**src/rtl/jtbubl_sdram_sched.sv**
```systemverilog
// Four-slot read scheduler for the Bubble Bobble SDRAM: one 32-bit cache line per slot,
// round-robin arbitration and a single outstanding SDRAM read at a time.
module jtbubl_sdram_sched #(
  parameter logic [21:0] OFF0 = 22'h0,
  parameter logic [21:0] OFF1 = 22'h0,
  parameter logic [21:0] OFF2 = 22'h0,
  parameter logic [21:0] OFF3 = 22'h0
) (
  input  logic        clk,
  input  logic        rstn,
  input  logic        slot0_cs,
  input  logic [17:0] slot0_addr,
  output logic [7:0]  slot0_dout,
  output logic        slot0_ok,
  input  logic        slot1_cs,
  input  logic [17:0] slot1_addr,
  output logic [7:0]  slot1_dout,
  output logic        slot1_ok,
  input  logic        slot2_cs,
  input  logic [17:0] slot2_addr,
  output logic [7:0]  slot2_dout,
  output logic        slot2_ok,
  input  logic        slot3_cs,
  input  logic [17:0] slot3_addr,
  output logic [7:0]  slot3_dout,
  output logic        slot3_ok,
  input  logic        downloading,
  output logic        sdram_req,
  output logic [21:0] sdram_addr,
  input  logic        sdram_ack,
  input  logic        data_rdy,
  input  logic [31:0] data_read,
  output logic        refresh_en
);

  typedef enum logic [1:0] {
    ST_IDLE = 2'd0,
    ST_REQ  = 2'd1,
    ST_WAIT = 2'd2
  } state_t;

  state_t      r_state;
  state_t      w_state_nx;

  logic [3:0]  w_cs;
  logic [17:0] w_addr [4];
  logic [21:0] w_off  [4];
  logic [3:0]  w_ok;
  logic [3:0]  w_pend;
  logic [7:0]  w_dout [4];

  logic [3:0]  r_valid;
  logic [15:0] r_tag  [4];
  logic [31:0] r_data [4];

  logic [1:0]  r_ptr;
  logic [1:0]  r_win;
  logic [15:0] r_ltag;
  logic        r_sdram_req;
  logic [21:0] r_sdram_addr;

  logic [1:0]  w_win;
  logic [1:0]  w_idx;
  logic        w_found;
  logic        w_launch;
  logic        w_fill;
  logic        w_ack_req;

  assign w_cs      = {slot3_cs, slot2_cs, slot1_cs, slot0_cs};
  assign w_addr[0] = slot0_addr;
  assign w_addr[1] = slot1_addr;
  assign w_addr[2] = slot2_addr;
  assign w_addr[3] = slot3_addr;
  assign w_off[0]  = OFF0;
  assign w_off[1]  = OFF1;
  assign w_off[2]  = OFF2;
  assign w_off[3]  = OFF3;

  assign slot0_ok   = w_ok[0];
  assign slot1_ok   = w_ok[1];
  assign slot2_ok   = w_ok[2];
  assign slot3_ok   = w_ok[3];
  assign slot0_dout = w_dout[0];
  assign slot1_dout = w_dout[1];
  assign slot2_dout = w_dout[2];
  assign slot3_dout = w_dout[3];

  assign sdram_req  = r_sdram_req;
  assign sdram_addr = r_sdram_addr;

  // Hit detection and byte lane selection per slot
  always_comb begin
    for (int n = 0; n < 4; n++) begin
      w_ok[n]   = w_cs[n] & r_valid[n] & (r_tag[n] == w_addr[n][17:2]);
      w_pend[n] = w_cs[n] & ~w_ok[n];
      case (w_addr[n][1:0])
        2'd0:    w_dout[n] = r_data[n][7:0];
        2'd1:    w_dout[n] = r_data[n][15:8];
        2'd2:    w_dout[n] = r_data[n][23:16];
        default: w_dout[n] = r_data[n][31:24];
      endcase
    end
  end

  // Round-robin pick: first pending slot at or after the pointer
  always_comb begin
    w_win   = r_ptr;
    w_found = 1'b0;
    w_idx   = 2'd0;
    for (int k = 0; k < 4; k++) begin
      w_idx = r_ptr + 2'(k);
      if (!w_found && w_pend[w_idx]) begin
        w_win   = w_idx;
        w_found = 1'b1;
      end else begin
        w_found = w_found;
      end
    end
  end

  // State register
  always_ff @(posedge clk) begin
    if (!rstn) begin
      r_state <= ST_IDLE;
    end else begin
      r_state <= w_state_nx;
    end
  end

  // Next-state logic; a ROM download always forces the scheduler back to idle
  always_comb begin
    w_state_nx = r_state;
    if (downloading) begin
      w_state_nx = ST_IDLE;
    end else begin
      case (r_state)
        ST_IDLE: begin
          if (w_found) w_state_nx = ST_REQ;
          else         w_state_nx = ST_IDLE;
        end
        ST_REQ: begin
          if (sdram_ack && data_rdy) w_state_nx = ST_IDLE;
          else if (sdram_ack)        w_state_nx = ST_WAIT;
          else                       w_state_nx = ST_REQ;
        end
        ST_WAIT: begin
          if (data_rdy) w_state_nx = ST_IDLE;
          else          w_state_nx = ST_WAIT;
        end
        default: w_state_nx = ST_IDLE;
      endcase
    end
  end

  // Output/control decode from the current state
  always_comb begin
    w_launch   = 1'b0;
    w_fill     = 1'b0;
    w_ack_req  = 1'b0;
    refresh_en = 1'b0;
    if (!rstn || downloading) begin
      refresh_en = 1'b1;
    end else begin
      case (r_state)
        ST_IDLE: begin
          w_launch   = w_found;
          refresh_en = ~|w_pend;
        end
        ST_REQ: begin
          w_ack_req = sdram_ack;
          w_fill    = sdram_ack & data_rdy;
        end
        ST_WAIT: begin
          w_fill = data_rdy;
        end
        default: begin
          w_launch = 1'b0;
        end
      endcase
    end
  end

  // Request handshake and latched transaction context
  always_ff @(posedge clk) begin
    if (!rstn) begin
      r_sdram_req  <= 1'b0;
      r_sdram_addr <= 22'd0;
      r_win        <= 2'd0;
      r_ltag       <= 16'd0;
    end else if (downloading) begin
      r_sdram_req  <= 1'b0;
    end else if (w_launch) begin
      r_sdram_req  <= 1'b1;
      r_sdram_addr <= w_off[w_win] + {5'd0, w_addr[w_win][17:2], 1'b0};
      r_win        <= w_win;
      r_ltag       <= w_addr[w_win][17:2];
    end else if (w_ack_req) begin
      r_sdram_req  <= 1'b0;
    end else begin
      r_sdram_req  <= r_sdram_req;
    end
  end

  // Cache lines; the fill uses the tag latched at launch, not the live address
  always_ff @(posedge clk) begin
    if (!rstn) begin
      r_valid <= 4'd0;
      r_ptr   <= 2'd0;
      for (int n = 0; n < 4; n++) begin
        r_tag[n]  <= 16'd0;
        r_data[n] <= 32'd0;
      end
    end else if (downloading) begin
      r_valid <= 4'd0;
    end else if (w_fill) begin
      r_valid[r_win] <= 1'b1;
      r_tag[r_win]   <= r_ltag;
      r_data[r_win]  <= data_read;
      r_ptr          <= r_win + 2'd1;
    end else begin
      r_ptr <= r_ptr;
    end
  end

endmodule

```
**config.mk**
```make
export PLATFORM = sky130hd
export DESIGN_NAME = jtbubl_sdram_sched
export DESIGN_NICKNAME = d
export VERILOG_FILES = /design/src/rtl/jtbubl_sdram_sched.sv
export SDC_FILE = /design/constraint.sdc
export NUM_CORES = 1
export LEC_CHECK = 0
export ABC_AREA = 1
export CORE_UTILIZATION = 50
export DETAILED_ROUTE_END_ITERATION = 7
export HOLD_SLACK_MARGIN = 0.12
export PLACE_DENSITY = 0.82
export SLEW_MARGIN = 20
export SYNTH_ARGS = -nofsm -noshare
export SYNTH_HDL_FRONTEND = slang
export SYNTH_SLANG_ARGS = --single-unit
```
**constraint.sdc**
```tcl
create_clock -name clk -period 10.1 [get_ports clk]
set_input_delay 1.515 -clock clk [delete_from_list [all_inputs] [get_ports clk]]
set_output_delay 1.515 -clock clk [all_outputs]
set_load 0.03 [all_outputs]
```
==> out/metrics.cfg <==
[final_layout]
fill_cells=1853
stdcell_count=1807
mostFrequentLayoutCells=nand2_1 (356), nor2_1 (294), edfxtp_1 (192)
num_antenna_cells=0
drive_gt1_frac=0.0445
synthToLayoutAreaGrowth_pct=23.3
final_nets=1630
final_common_cell=nand2_1

[timing]
final.setup.worst_slack_ps=4350
timing.setup.tns_ps=0
period_share=0.569
fmax_ghz=0.174
slew_viol_final=0
hold_viol=0
slew_headroom=0.430
tightest_slew_ps=852
grt_setup_unrepaired=no
setup_viol=0
skew_ps=23.2
period_minus_slack_ps=5750

[worst_setup_path]
rrSetupSlack_ps=6520
reg2reg_to=sdram_addr[11]$_SDFFE_PN0P_
required_ps=8590
slowest_delay_ps=740
cp-end-kind=output pin
cp-start-kind=input pin
arrival_ps=4230
critPathTopFamily=buffers and inverters
crit_type=in2out
slowest_stage=clkdlybuf4s50_1
crit_buf_inv=3
crit_path_cell_trace=clkdlybuf4s50_1 -> inv_2 -> a2111oi_0 -> nand4_1 -> nor3_1 -> nand4_1 -> nor4_1 -> clkdlybuf4s50_1
r2r_cells=15
r2r-start=r_tag[2][6]$_SDFFCE_PN0P_
path_max_fanout=3

[synth]
synth_area_sq_um=11200
syn_inst=1351
yosys_warnings=0
synth_cell_types=38
ys_seq_area_frac=0.562
ys_seq_elements=219
syn_area_per_cell_sq_um=8.31

[cts]
cts_resized=0
cts_buffer_depth=3
cts_tree=yes
clk_pin_slew_ps=60
cts.sink_count=219
postCtsSetupBuffers=0
cts_hold_buf=0
cts_made_buffers=24
cts-root-buf=clkbuf_16
htree_levels=1
insertion_delay_ps=530

[run]
cap_violations=0

[power]
cellPowerDensity_nw_per_um2=158
leakagePower_nw=5.98
ir_drop_mv=0.149

[placed_design]
place_congestion=0.972
placedCellCount=1763
portBuffers=166
pre_cts_ws_ps=4410
hpwl_um=24800

[routing]
post_drt_wl_per_cell_um=18.9
num_vias=9810
drt-total-wl_um=34100
drt-initial-drc-count=1127
vias_per_cell=5.43
dr.pass1.iters=8
remaining_drc_errors=0
drtAntennaViolNets=0

[hold_path]
hold_start=sdram_req$_SDFFE_PP0P_
hp-class=reg2reg
hold_end=sdram_req$_SDFFE_PP0P_
hold-path-cell-count=2

[floorplanning]
die_height_um=152
dieWidth_um=152
die_area_sq_um=23000
rows=54
initial_core_util=0.513
io_pins=173
core_region_area_sq_um=21900

[global_route]
grt.overflow.total=0
grt_pass1_vias=9188
grt_max_degree=55
grt_pass1_wl_um=51400
track_usage=0.291
antenna_found_initial=0

[run_status]
status=finished clean

==> flip-flops by register name, summed over array words and instances (netlist names) <==
signal and flops:
sdram_addr 16, r_state 2, r_tag 64, r_valid 4, r_win 2, sdram_req 1
r_data 128, r_ptr 2
==> cell usage after synthesis, drive strengths merged <==
cell / instances / area [sq um]
nand2: 366 / 1400
nor2: 296 / 1130
edfxtp: 192 / 5770
inv: 183 / 687
nand3: 103 / 553
nand4: 37 / 231
dfxtp: 27 / 541
clkbuf: 25 / 93.8
o21ai: 25 / 125
a21oi: 20 / 100
buf: 19 / 124
xnor2: 11 / 96.3
a221oi: 10 / 87.6
ha: 8 / 100
nor3: 6 / 30.0
nor4: 6 / 37.5
a2111oi: 4 / 35.0
or2: 3 / 18.8
o2111ai: 2 / 17.5
a211oi: 1 / 7.51
and2: 1 / 6.26
clkinv: 1 / 3.75
conb: 1 / 3.75
nand3b: 1 / 7.51
nor3b: 1 / 7.51
or4: 1 / 7.51
xor2: 1 / 8.76
==> power by group <==
group | total [mW] | leakage (nW) | internal (mW) | switching, mW
Sequential | 1.04 | 2.21 | 1.02 | 0.0181
Combinational | 0.324 | 3.41 | 0.113 | 0.211
Clock | 0.828 | 0.365 | 0.466 | 0.362
Total | 2.19 | 5.98 | 1.60 | 0.591
==> worst reg2reg max path: stages, from the launching register on <==
cell and delay, ps:
edfxtp_1 390, xnor2_1 290, nand2_1 100, nor2_1 110, nand3_1 150, nand3_1 140
nand2_1 110, nand2_1 80, nand2_1 70, nand3_1 110, nand2_1 80, nand2_2 470
nand2_2 670, o21ai_1 550, nor2_1 80, nor2_1 100
==> stage by stage <==
stage	area [sq um]	util	power [mW]	hold slack, ps
3_5_place_dp	13100	0.598	1.37	453
6_report	13800	0.632	2.19	466
5_1_grt	13800	0.632	2.25	499
3_3_place_gp	13100	0.598	1.37	455
4_1_cts	13800	0.632	2.19	463
2_1_floorplan	11200	-	1.22	430
==> routing by layer <==
layer	up-vias	global-route usage	routed length [um]
met5	-	0	0
met4	0	0.113	1380
li1	4669	-	-
met2	542	0.496	16500
met3	81	0.0414	3230
met1	4518	0.377	13000
==> how the worst max path moves through the flow <==
stage | startpoint | endpoint | slack, ps | cells after the start
after floorplan | rstn | r_data[3][0]$_DFFE_PP_ | 4060 | 6
after global placement | slot3_addr[17] | slot3_ok | 4280 | 8
final | slot3_addr[17] | slot3_ok | 4350 | 8
after global routing | slot3_addr[17] | slot3_ok | 4210 | 8
after CTS | slot3_addr[17] | slot3_ok | 4360 | 8
after detailed placement | slot3_addr[17] | slot3_ok | 4410 | 8
==> area by class of cell <==
class	instances	area, sq um	share of cell area
Tap cell	280	350	0.0253
Multi-Input combinational cell	909	4050	0.293
Inverter	184	691	0.0499
Sequential cell	219	6310	0.456
Clock buffer	29	619	0.0447
Timing Repair Buffer	171	1700	0.123
Clock inverter	15	123	0.00886
==> cells by family after synthesis <==
kind of cell	count (synthesis)	share of synthesized area
simple gates	821	0.305
buf+inv	228	0.0809
flops	219	0.562
compound gates	62	0.0332
xor+xnor	12	0.00937
fa+ha+maj	8	0.00892
other cells	1	0.000334
No activity file was read; power rests on OpenSTA's default activity.
